==> src/rtl/ram_arbiter.sv <==
// Two-port round-robin arbiter in front of a single-ported asynchronous SRAM.
// Partial-byte writes go through a read-modify-write sequence.
module ram_arbiter #(
    parameter int unsigned RD_LAT = 1,
    parameter int unsigned WR_LAT = 1
) (
    input  logic        clk,
    input  logic        rst_b,
    input  logic        a_req,
    input  logic        a_we,
    input  logic [3:0]  a_be,
    input  logic [18:0] a_addr,
    input  logic [31:0] a_wdata,
    output logic        a_rdy,
    output logic [31:0] a_rdata,
    input  logic        b_req,
    input  logic        b_we,
    input  logic [3:0]  b_be,
    input  logic [18:0] b_addr,
    input  logic [31:0] b_wdata,
    output logic        b_rdy,
    output logic [31:0] b_rdata,
    output logic        ram_ce_b,
    output logic        ram_oe_b,
    output logic        ram_we_b,
    output logic [18:0] ram_addr,
    output logic [31:0] ram_dout,
    output logic        ram_dout_oe,
    input  logic [31:0] ram_din
);
    typedef enum logic [2:0] {IDLE, READ, RMW_RD, WRITE, DONE} state_t;

    localparam logic [2:0] RD_CNT = 3'(RD_LAT);
    localparam logic [2:0] WR_CNT = 3'(WR_LAT);

    state_t      state_q, state_d;
    logic [2:0]  lcount_q, lcount_d;
    logic        last_b_q, last_b_d;
    logic        sel_b_q, sel_b_d;
    logic [3:0]  be_q, be_d;
    logic [31:0] wdata_q, wdata_d;
    logic        ce_b_q, ce_b_d, oe_b_q, oe_b_d, we_b_q, we_b_d;
    logic        dout_oe_q, dout_oe_d;
    logic [18:0] addr_q, addr_d;
    logic [31:0] dout_q, dout_d;
    logic        a_rdy_q, a_rdy_d, b_rdy_q, b_rdy_d;
    logic [31:0] a_rdata_q, a_rdata_d, b_rdata_q, b_rdata_d;

    logic        grant_b;
    logic        g_we;
    logic [3:0]  g_be;
    logic [18:0] g_addr;
    logic [31:0] g_wdata;
    logic [31:0] merged;

    // B wins when it is alone, or on a tie when A was served last.
    assign grant_b = b_req && (!a_req || !last_b_q);
    assign g_we    = grant_b ? b_we    : a_we;
    assign g_be    = grant_b ? b_be    : a_be;
    assign g_addr  = grant_b ? b_addr  : a_addr;
    assign g_wdata = grant_b ? b_wdata : a_wdata;

    always_comb begin
        merged = ram_din;
        for (int i = 0; i < 4; i++) begin
            if (be_q[i]) merged[8*i +: 8] = wdata_q[8*i +: 8];
        end
    end

    always_comb begin
        state_d   = state_q;
        lcount_d  = lcount_q;
        last_b_d  = last_b_q;
        sel_b_d   = sel_b_q;
        be_d      = be_q;
        wdata_d   = wdata_q;
        ce_b_d    = ce_b_q;
        oe_b_d    = oe_b_q;
        we_b_d    = we_b_q;
        dout_oe_d = dout_oe_q;
        addr_d    = addr_q;
        dout_d    = dout_q;
        a_rdy_d   = 1'b0;
        b_rdy_d   = 1'b0;
        a_rdata_d = a_rdata_q;
        b_rdata_d = b_rdata_q;
        case (state_q)
            IDLE: begin
                if (a_req || b_req) begin
                    sel_b_d  = grant_b;
                    last_b_d = grant_b;
                    be_d     = g_be;
                    wdata_d  = g_wdata;
                    addr_d   = g_addr;
                    ce_b_d   = 1'b0;
                    if (g_we && g_be == 4'hF) begin
                        oe_b_d    = 1'b1;
                        we_b_d    = 1'b0;
                        dout_d    = g_wdata;
                        dout_oe_d = 1'b1;
                        lcount_d  = WR_CNT;
                        state_d   = WRITE;
                    end else begin
                        oe_b_d    = 1'b0;
                        we_b_d    = 1'b1;
                        dout_oe_d = 1'b0;
                        lcount_d  = RD_CNT;
                        state_d   = g_we ? RMW_RD : READ;
                    end
                end
            end
            READ: begin
                if (lcount_q != 3'd0) begin
                    lcount_d = lcount_q - 3'd1;
                end else begin
                    if (sel_b_q) b_rdata_d = ram_din;
                    else         a_rdata_d = ram_din;
                    ce_b_d  = 1'b1;
                    oe_b_d  = 1'b1;
                    we_b_d  = 1'b1;
                    a_rdy_d = !sel_b_q;
                    b_rdy_d = sel_b_q;
                    state_d = DONE;
                end
            end
            RMW_RD: begin
                if (lcount_q != 3'd0) begin
                    lcount_d = lcount_q - 3'd1;
                end else begin
                    oe_b_d    = 1'b1;
                    we_b_d    = 1'b0;
                    dout_d    = merged;
                    dout_oe_d = 1'b1;
                    lcount_d  = WR_CNT;
                    state_d   = WRITE;
                end
            end
            WRITE: begin
                if (lcount_q != 3'd0) begin
                    lcount_d = lcount_q - 3'd1;
                end else begin
                    ce_b_d    = 1'b1;
                    oe_b_d    = 1'b1;
                    we_b_d    = 1'b1;
                    dout_oe_d = 1'b0;
                    a_rdy_d   = !sel_b_q;
                    b_rdy_d   = sel_b_q;
                    state_d   = DONE;
                end
            end
            DONE:    state_d = IDLE;
            default: state_d = IDLE;
        endcase
    end

    always_ff @(posedge clk or negedge rst_b) begin
        if (!rst_b) begin
            state_q   <= IDLE;
            lcount_q  <= 3'd0;
            last_b_q  <= 1'b0;
            sel_b_q   <= 1'b0;
            be_q      <= 4'h0;
            wdata_q   <= 32'h0;
            ce_b_q    <= 1'b1;
            oe_b_q    <= 1'b1;
            we_b_q    <= 1'b1;
            dout_oe_q <= 1'b0;
            addr_q    <= 19'h0;
            dout_q    <= 32'h0;
            a_rdy_q   <= 1'b0;
            b_rdy_q   <= 1'b0;
            a_rdata_q <= 32'h0;
            b_rdata_q <= 32'h0;
        end else begin
            state_q   <= state_d;
            lcount_q  <= lcount_d;
            last_b_q  <= last_b_d;
            sel_b_q   <= sel_b_d;
            be_q      <= be_d;
            wdata_q   <= wdata_d;
            ce_b_q    <= ce_b_d;
            oe_b_q    <= oe_b_d;
            we_b_q    <= we_b_d;
            dout_oe_q <= dout_oe_d;
            addr_q    <= addr_d;
            dout_q    <= dout_d;
            a_rdy_q   <= a_rdy_d;
            b_rdy_q   <= b_rdy_d;
            a_rdata_q <= a_rdata_d;
            b_rdata_q <= b_rdata_d;
        end
    end

    assign ram_ce_b    = ce_b_q;
    assign ram_oe_b    = oe_b_q;
    assign ram_we_b    = we_b_q;
    assign ram_addr    = addr_q;
    assign ram_dout    = dout_q;
    assign ram_dout_oe = dout_oe_q;
    assign a_rdy       = a_rdy_q;
    assign b_rdy       = b_rdy_q;
    assign a_rdata     = a_rdata_q;
    assign b_rdata     = b_rdata_q;
endmodule

==> config.mk <==
export PLATFORM = sky130hd
export DESIGN_NAME = ram_arbiter
export DESIGN_NICKNAME = d
export VERILOG_FILES = /design/src/rtl/ram_arbiter.sv
export SDC_FILE = /design/constraint.sdc
export NUM_CORES = 1
export LEC_CHECK = 0
export BUFFER_PORTS_ARGS = -buffer_cell sky130_fd_sc_hd__buf_4
export CAP_MARGIN = 20
export CORE_MARGIN = 3
export CORE_UTILIZATION = 45
export DETAILED_ROUTE_END_ITERATION = 8
export GPL_TIMING_DRIVEN = 1
export PLACE_DENSITY = 0.77
export RECOVER_POWER = 100
export SLEW_MARGIN = 20
export SYNTH_ARGS = -nofsm -noshare
export SYNTH_HDL_FRONTEND = slang
export SYNTH_SLANG_ARGS = --single-unit
==> constraint.sdc <==
create_clock -name clk -period 2.1 [get_ports clk]
set_input_delay 0.21 -clock clk [delete_from_list [all_inputs] [get_ports clk]]
set_output_delay 0.21 -clock clk [all_outputs]
set_load 0.01 [all_outputs]
==> results.json, run 1 <==
{
  "outcome": "finished clean",
  "rsz0062_at_grt": "no",
  "wl_per_cell_um": 17.6,
  "grt_start_max_net_pins": 113,
  "die_h_um": 134,
  "final_common_cell": "dfrtp_1",
  "synthDistinctLibCells": 39,
  "drive_gt1_frac": 0.316,
  "dr.pass1.iters": 4,
  "timing.setup.tns_ns": 0,
  "ys.flop_type": "dfrtp_1",
  "required_ns": 2.39,
  "dp_hpwl_um": 14100,
  "clkTransAtPathRegs_ns": 0.06,
  "area_growth_pct": 35.1,
  "synth_area_um2": 7400,
  "vdd_drop_max_mv": 0.728,
  "post-place-ws_ns": -0.0441,
  "ys_seq_area_frac": 0.555,
  "cts_buffer_depth": 2,
  "whs_ns": 0.0288,
  "power.leakage_nw": 4.50,
  "path_class": "flip-flop to flip-flop",
  "htreeDepth": 4,
  "final_nets": 1043,
  "hold_violations": 0,
  "post-route-period-util": 0.952,
  "drt_iter0_drc": 295,
  "die_x_um": 134,
  "drv_cap": 0,
  "cts-root-buf": "clkbuf_16",
  "clock_latency_ns": 0.41,
  "cts_tree": "done",
  "gr-usage-all-layers": 0.220,
  "ant_nets": 0,
  "p_total_mw": 15.1,
  "synth.avg_cell_area_um2": 11.9,
  "viasPerCell": 5.22,
  "fmax_mhz": 500,
  "placed_cells": 1086,
  "startpoint_type": "flip-flop",
  "numPortBuffers": 268,
  "syn_nets": 771,
  "synth_enable_flop_cells": 0,
  "regArea_um2": 4110,
  "core_um2": 16000,
  "yosys_warnings": 0,
  "ys_seq_elements": 164,
  "setup_viol": 0,
  "antenna_cells": 0,
  "powerDensity_nw_per_um2": 1510,
  "dr_total_vias": 5851,
  "final_cell_mix": "dfrtp_1, buf_4, clkbuf_1",
  "grt_pass1_vias": 6131,
  "tightest_slew_ns": 1.47,
  "multiInputGateArea_um2": 3120,
  "endpoint_kind": "flip-flop",
  "drv_slew": 0,
  "cts_inserted_buffers": 17,
  "grt_pass1_wl_um": 31400,
  "post-route-min-period_ns": 2.00,
  "antenna_found_initial": 0,
  "layout_setup_ws_ns": 0.102,
  "ioPinCount": 269,
  "arrival_ns": 2.29,
  "maxSlewHeadroom": 0.0208,
  "cp_max_fo": 11,
  "die-area_um2": 18000,
  "post-route-drc-count": 0,
  "cts_sinks": 164,
  "fin_skew_ns": 0.00584,
  "row_count": 46,
  "final_cells": 1121,
  "fill_cells": 1387,
  "drt_wl_total_um": 19700,
  "synthCells": 621,
  "start_util": 0.463,
  "ys_async_sr_fraction": 1.00,
  "grt_overflow_total": 0,
  "place_congestion": 0.888,
  "hold_class": "primary input to flip-flop"
}
==> critical path, stage by stage (launching register included) <==
cell      delay, ns
dfrtp_1        0.41
a21boi_4       0.21
buf_4          0.18
nand3_1        0.15
a32oi_4        0.29
buf_6          0.16
buf_12         0.14
mux2_2         0.34
==> cells by family (layout without fill, tap and decap cells) <==
| family | count (synthesis) | in the layout | share of synthesized area |
|---|---|---|---|
| adders and majority gates | 2 | 2 | 0.00338 |
| buffers and inverters | 46 | 330 | 0.0276 |
| DFF | 164 | 164 | 0.555 |
| xor gates and xnor gates | 1 | 1 | 0.00118 |
| AOI/OAI and AO/OA | 138 | 138 | 0.111 |
| muxes | 151 | 151 | 0.220 |
| and+or+nand+nor | 119 | 119 | 0.0815 |
==> repair_timing <==
action | in CTS | in global routing
pin swaps | 1 | 0
resized for setup | 6 | 3
hold endpoints to repair | 52 | 0
buffers inserted | 2 | 0
endpoints found under the setup margin | 32 | 64
hold buffers | 1 | 0
gates cloned | 1 | 0
==> final timing paths <==
kind | start | endpoint | slack [ns] | cells after the start
setup / recovery | sel_b_q | ram_dout[16] | 0.10 | 7
hold / removal | ram_din[8] | b_rdata[8] | 0.03 | 2
setup reg to reg | sel_b_q | ram_dout[16] | 0.10 | 7
hold reg to reg | ram_addr[6] | ram_addr[6] | 0.48 | 2
max in group asynchronous | rst_b | wdata_q[3] | 0.32 | 3
min in group asynchronous | rst_b | a_rdata[13] | 0.70 | 2
==> Yosys cell counts (3+ instances only) <==
| library cell | number | share of area |
|---|---|---|
| dfrtp_1 | 161 | 0.54 |
| mux2_2 | 76 | 0.12 |
| nand2_1 | 59 | 0.030 |
| o21ai_0 | 58 | 0.039 |
| mux2i_1 | 55 | 0.074 |
| a21oi_1 | 35 | 0.024 |
| a211oi_1 | 34 | 0.034 |
| nor2b_1 | 33 | 0.028 |
| clkbuf_1 | 25 | 0.013 |
| mux2_1 | 20 | 0.030 |
| buf_2 | 13 | 0.0088 |
| nor2_1 | 6 | 0.0030 |
| nand2b_1 | 5 | 0.0042 |
| buf_4 | 4 | 0.0041 |
| inv_1 | 4 | 0.0020 |
| a31oi_1 | 3 | 0.0025 |
| dfstp_2 | 3 | 0.011 |
==> registers in the layout, summed over array words and instances, names as in the netlist <==
signal / flops
a_rdata: 32
a_rdy: 1
b_rdata: 32
b_rdy: 1
be_q: 4
lcount_q: 3
ram_addr: 19
ram_ce_b: 1
ram_dout: 32
ram_dout_oe: 1
ram_oe_b: 1
ram_we_b: 1
sel_b_q: 1
state_q: 3
wdata_q: 32
==> through the flow <==
| step | utilization | cell area [µm²] |
|---|---|---|
| final | 0.625 | 10000 |
| after global routing | 0.625 | 10000 |
| after CTS | 0.656 | 10500 |
| after detailed placement | 0.612 | 9790 |
| after global placement | 0.612 | 9790 |
| after floorplan | - | 7400 |
==> power breakdown <==
part           internal (mW)  switching [mW]
Combinational           2.76            3.32
Clock                   2.12            1.20
Sequential              4.74           0.962
==> per-layer routing <==
layer,global-route usage,part of all wire
met2,0.366,0.49
met4,0.0854,0.024
met1,0.277,0.41
met3,0.0566,0.067
met5,0,0
==> layout make-up <==
class / instances / share of cell area
tap: 216 / 0.0270
inverter: 4 / 0.00150
timing repair buffer: 295 / 0.185
clock inverter: 7 / 0.0144
clock buffer: 24 / 0.0492
sequential: 164 / 0.411
multi-input combinational: 411 / 0.312
Power figures use the tool's default switching activity.
==> run 2, diff against run 1 <==
--- a/config.mk
+++ b/config.mk
@@ -5,13 +5,14 @@
 export SDC_FILE = /design/constraint.sdc
 export NUM_CORES = 1
 export LEC_CHECK = 0
+export ABC_AREA = 1
 export BUFFER_PORTS_ARGS = -buffer_cell sky130_fd_sc_hd__buf_4
 export CAP_MARGIN = 20
 export CORE_MARGIN = 3
 export CORE_UTILIZATION = 45
 export DETAILED_ROUTE_END_ITERATION = 8
 export GPL_TIMING_DRIVEN = 1
-export PLACE_DENSITY = 0.77
+export PLACE_DENSITY = 0.76
 export RECOVER_POWER = 100
 export SLEW_MARGIN = 20
 export SYNTH_ARGS = -nofsm -noshare
==> run 2 against run 1 <==
  * Maximum frequency up 4.1%
  * Largest cell class unchanged
  * Clock power fell by 9.0%
  * Critical path depth up 3
  * First-iteration DRC count up 82%
  * Via count is 21% higher
  * Synthesized cell count grew 47%
  * Clock skew is 0.0051 ns higher
  * Routed wire length is 15% higher
  * Global-route usage increased by 2.9 points
  * Die area up 2.2%
  * Combinational power up 2%
==> results.json, run 2 <==
{
  "antenna_found_initial": 0,
  "dr.pass1.iters": 6,
  "die_x_um": 136,
  "startpoint_type": "flip-flop",
  "syn_nets": 1060,
  "rsz0062_at_grt": "no",
  "gr-usage-all-layers": 0.249,
  "grt_start_max_net_pins": 68,
  "timing.setup.tns_ns": 0,
  "crit_path_top_delay_cell": "dfrtp_1",
  "post-route-period-util": 0.914,
  "die_h_um": 136,
  "grt_pass1_vias": 6919,
  "tightest_slew_ns": 1.23,
  "powerDensity_nw_per_um2": 1520,
  "synth_enable_flop_cells": 0,
  "grt_overflow_total": 0,
  "synth_most_common_cell": "nand2_1",
  "arrival_ns": 2.21,
  "synth_top_area_cell": "dfrtp_1",
  "final_cell_mix": "nand2_1, o21ai_0, buf_4",
  "grt_pass1_wl_um": 36100,
  "synth.top_cell.area_share": 0.532,
  "drt_iter0_drc": 538,
  "core_um2": 16200,
  "outcome": "finished clean",
  "synth.avg_cell_area_um2": 8.32,
  "r2r-end": "a_rdata[30]",
  "ys_seq_area_frac": 0.543,
  "ys_seq_elements": 164,
  "clock_latency_ns": 0.42,
  "endpoint_kind": "flip-flop",
  "final_common_cell": "nand2_1",
  "post-route-drc-count": 0,
  "dp_hpwl_um": 16700,
  "vdd_drop_max_mv": 0.797,
  "crit_family": "simple AND/OR/NAND/NOR gates",
  "cts_buffer_depth": 2,
  "drive_gt1_frac": 0.217,
  "htreeDepth": 4,
  "cp_cell_sequence": "inv_1 > ha_1 > inv_1 > nor2_2 > inv_1 > nor3_2 > nand2_2 > buf_12 > nand2_1 > o21ai_0",
  "place_congestion": 0.875,
  "area_growth_pct": 30.5,
  "cts_tree": "done",
  "fmax_mhz": 521,
  "maxSlewHeadroom": 0.178,
  "crit_path_max_incr_delay_ns": 0.38,
  "hold_class": "primary input to flip-flop",
  "drt_wl_total_um": 22700,
  "start_util": 0.468,
  "hold_violations": 0,
  "wl_per_cell_um": 16.4,
  "cp_max_fo": 64,
  "row_count": 46,
  "regToRegStartpoint": "lcount_q[0]",
  "cts-root-buf": "clkbuf_16",
  "setup_viol": 0,
  "synthCells": 910,
  "startpoint": "lcount_q[0]",
  "drv_slew": 0,
  "crit_end": "a_rdata[30]",
  "power.leakage_nw": 4.79,
  "rr_worst_depth": 10,
  "yosys_warnings": 0,
  "ant_nets": 0,
  "synth_area_um2": 7570,
  "ioPinCount": 269,
  "cts_sinks": 164,
  "dr_total_vias": 7106,
  "ys.flop_type": "dfrtp_1",
  "ys_top_cells_by_count": "nand2_1, o21ai_0, dfrtp_1",
  "cts_inserted_buffers": 17,
  "drv_cap": 0,
  "final_nets": 1310,
  "path_class": "flip-flop to flip-flop",
  "clkTransAtPathRegs_ns": 0.07,
  "viasPerCell": 5.12,
  "ys_async_sr_fraction": 1.00,
  "synthDistinctLibCells": 29,
  "cp.buffers_inverters": 4,
  "worstSetupPathDepth": 10,
  "synth_area_leaders": "dfrtp_1, o21ai_0, nand2_1, or2_2, inv_1",
  "numPortBuffers": 268,
  "post-route-min-period_ns": 1.92,
  "die-area_um2": 18400,
  "r2r_slack_ns": 0.18,
  "antenna_cells": 0,
  "final_core_util": 0.611,
  "crit_top_cell": "inv_1",
  "required_ns": 2.39,
  "fin_skew_ns": 0.0110,
  "hold_start": "b_addr[17]"
}
## run 2: kinds of logic after synthesis
family	after synthesis	share of synthesized area
and+or+nand+nor	382	0.223
AOI/OAI and AO/OA	253	0.168
DFF	164	0.543
buffers and inverters	108	0.0621
adders and majority gates	2	0.00330
xor gates and xnor gates	1	0.00116
## run 2: what timing repair did
action | 4_1_cts | 5_1_grt
hold endpoints to repair | 42 | 0
hold buffers | 1 | 0
setup endpoints to repair | 0 | 23
setup buffers | 0 | 0
gates resized for setup | 0 | 2
## run 2: report_power, final
group	internal, mW	switching (mW)
clock network	1.72	1.30
registers	4.78	1.04
logic	2.17	4.02
total	8.68	6.36
## run 2: worst register-to-register path: cells and delay by family (launching register included)
kind,cells,cell delay (ns)
AO/OA/AOI/OAI,1,0.07
adder cells (fa/ha/maj),1,0.14
buffers and inverters,4,0.48
flip-flops,1,0.38
AND/OR/NAND/NOR,4,0.71
## run 2: layer usage
metal	wire, µm	GRT usage
met1	10400	0.352
met2	10700	0.395
met3	1490	0.0524
met4	216	0.0599
met5	0	0
## run 2: final cells by class
type | count | area [µm²]
clock buffer | 21 | 460
clock inverter | 11 | 119
fill | 1569 | 6290
inverter | 49 | 184
multi-input combinational | 638 | 2970
sequential | 164 | 4110
tap | 216 | 270
timing repair buffer | 290 | 1770
## run 2: per-stage QoR
step	cells	instance area, µm²	power [mW]	setup WS (ns)	hold slack (ns)
floorplan	910	7570	9.82	0.467	-0.0856
global placement	1356	9780	12.9	0.251	0.176
detailed placement	1356	9780	13.1	0.204	0.179
CTS	1389	10400	16.2	0.183	0.0379
global route	1389	9880	16.3	0.0308	0.0618
finish	1389	9880	15.0	0.180	0.0579
## run 2: worst min-delay path by stage
stage	to	slack, ns	cells after the start
after floorplan	a_rdata[0]	-0.09	0
after global placement	lcount_q[1]	0.18	1
after detailed placement	lcount_q[1]	0.18	1
after CTS	ram_addr[6]	0.04	3
after global routing	ram_addr[17]	0.06	3
final	ram_addr[17]	0.06	3
==> run 3, diff against run 2 <==
--- a/config.mk
+++ b/config.mk
@@ -14,6 +14,7 @@
 export GPL_TIMING_DRIVEN = 1
 export PLACE_DENSITY = 0.76
 export RECOVER_POWER = 100
+export SETUP_SLACK_MARGIN = 0.2
 export SLEW_MARGIN = 20
 export SYNTH_ARGS = -nofsm -noshare
 export SYNTH_HDL_FRONTEND = slang
==> run 3 against run 2 <==
  * First-iteration DRC count shrank 1.1%
  * Largest cell class unchanged
  * Die area did not move
  * Critical endpoint is now b_rdata[12]
  * Global-route usage about the same
  * Critical path type unchanged
  * Sequential power is essentially flat
  * Power is 0.45% higher
==> results.json, run 3 (synthesis gave the netlist of run 2 again) <==
{
  "ant_nets": 0,
  "core_um2": 16200,
  "path_class": "flip-flop to flip-flop",
  "die_h_um": 136,
  "final_core_util": 0.613,
  "cp_cell_sequence": "inv_1 > ha_1 > inv_1 > nor2_4 > nand2_1 > nor2_1 > nand2_2 > buf_4 > nand2_1 > o21ai_0",
  "grtUsageMet3": 0.0524,
  "wl_per_cell_um": 16.3,
  "rr_worst_depth": 10,
  "post-route-drc-count": 0,
  "r2r_slack_ns": 0.26,
  "regToRegStartpoint": "lcount_q[0]",
  "final_cell_mix": "nand2_1, o21ai_0, buf_4",
  "cts_tree": "done",
  "grt_pass1_wl_um": 36100,
  "fmax_mhz": 545,
  "endpoint_kind": "flip-flop",
  "cts_inserted_buffers": 17,
  "layout_setup_ws_ns": 0.264,
  "placed_cells": 1356,
  "cts_buffer_depth": 2,
  "required_ns": 2.38,
  "start_util": 0.468,
  "maxSlewHeadroom": 0.188,
  "drive_gt1_frac": 0.224,
  "clock_latency_ns": 0.42,
  "cp_max_fo": 64,
  "htreeDepth": 4,
  "fill_cells": 1563,
  "placed_cell_area_um2": 9780,
  "post-place-ws_ns": 0.204,
  "drt_wl_total_um": 22700,
  "viasPerCell": 5.13,
  "crit_family": "simple AND/OR/NAND/NOR gates",
  "busiest_layer": "met2",
  "rsz0062_at_grt": "no",
  "r2r-end": "b_rdata[12]",
  "startpoint": "lcount_q[0]",
  "crit_path_max_incr_delay_ns": 0.38,
  "hold_violations": 0,
  "powerDensity_nw_per_um2": 1520,
  "grt_overflow_total": 0,
  "hold_class": "primary input to flip-flop",
  "power.leakage_nw": 4.79,
  "grtUsageMet1": 0.352,
  "startpoint_type": "flip-flop",
  "crit_end": "b_rdata[12]",
  "use_met2": 0.395,
  "post-route-min-period_ns": 1.84,
  "drv_slew": 0,
  "antenna_cells": 0,
  "place_congestion": 0.875,
  "dp_hpwl_um": 16700,
  "grt_start_max_net_pins": 68,
  "fin_skew_ns": 0.0118,
  "dr_total_vias": 7132,
  "whs_ns": 0.0595,
  "arrival_ns": 2.12,
  "drt_iter0_drc": 532,
  "die-area_um2": 18400,
  "antenna_found_initial": 0,
  "cts_sinks": 164,
  "timing.setup.tns_ns": 0,
  "clkTransAtPathRegs_ns": 0.07,
  "gr-usage-all-layers": 0.249,
  "vdd_drop_max_mv": 0.820,
  "worstSetupPathDepth": 10,
  "ioPinCount": 269,
  "post-route-period-util": 0.874,
  "dr.pass1.iters": 5,
  "row_count": 46,
  "final_area_um2": 9910,
  "outcome": "finished clean",
  "p_total_mw": 15.1,
  "final_nets": 1311,
  "final_cells": 1390,
  "die_x_um": 136,
  "hold_start": "b_addr[17]",
  "final_common_cell": "nand2_1",
  "cts-root-buf": "clkbuf_16",
  "area_growth_pct": 31.0,
  "cp.buffers_inverters": 3,
  "drv_cap": 0,
  "setup_viol": 0,
  "numPortBuffers": 268,
  "crit_path_top_delay_cell": "dfrtp_1",
  "holdPathStages": 3,
  "grt_pass1_vias": 6919,
  "tightest_slew_ns": 1.22
}
## run 3: cell types whose count changed in the layout (fill, tap and decap cells not counted), sizes merged
| cell | before | now |
|---|---|---|
| inv | 53 | 52 |
| clkinvlp | 1 | 2 |
| buf | 167 | 168 |
## run 3: cell type report
| cell class | count | area [µm²] | area share |
|---|---|---|---|
| sequential | 164 | 4110 | 0.414 |
| timing repair buffer | 291 | 1770 | 0.178 |
| tap | 216 | 270 | 0.0273 |
| inverter | 49 | 188 | 0.0189 |
| clock buffer | 21 | 460 | 0.0464 |
| clock inverter | 11 | 119 | 0.0120 |
| multi-input combinational | 638 | 3000 | 0.303 |
## run 3: tightest hold or removal path: stages
cell and delay (ns):
buf_4 0.08, nor2_1 0.03, o21ai_0 0.13
## run 3: repair_timing
action / CTS / global route
endpoints found under the hold margin: 42 / 0
setup endpoints to repair: 1 / 113
resized for setup: 1 / 12
pin swaps: 0 / 2
hold buffers: 1 / 0
gates cloned: 0 / 0
setup buffers: 0 / 1
## run 3: metal layers
metal | wire, µm | part of all wire
met1 | 10200 | 0.45
met2 | 10700 | 0.47
met3 | 1580 | 0.070
met4 | 225 | 0.0099
met5 | 0 | 0
## run 3: power breakdown
part           internal, mW  switching (mW)  total (mW)
clock network          1.72            1.30        3.02
logic                  2.20            4.05        6.25
registers              4.78            1.06        5.84
total                  8.71            6.40        15.1
## run 3: worst min-delay path by stage
stage / to / slack (ns)
finish: ram_addr[17] / 0.06
global route: ram_addr[17] / 0.06
CTS: ram_addr[6] / 0.04
detailed placement: lcount_q[1] / 0.18
global placement: lcount_q[1] / 0.18
floorplan: a_rdata[0] / -0.09
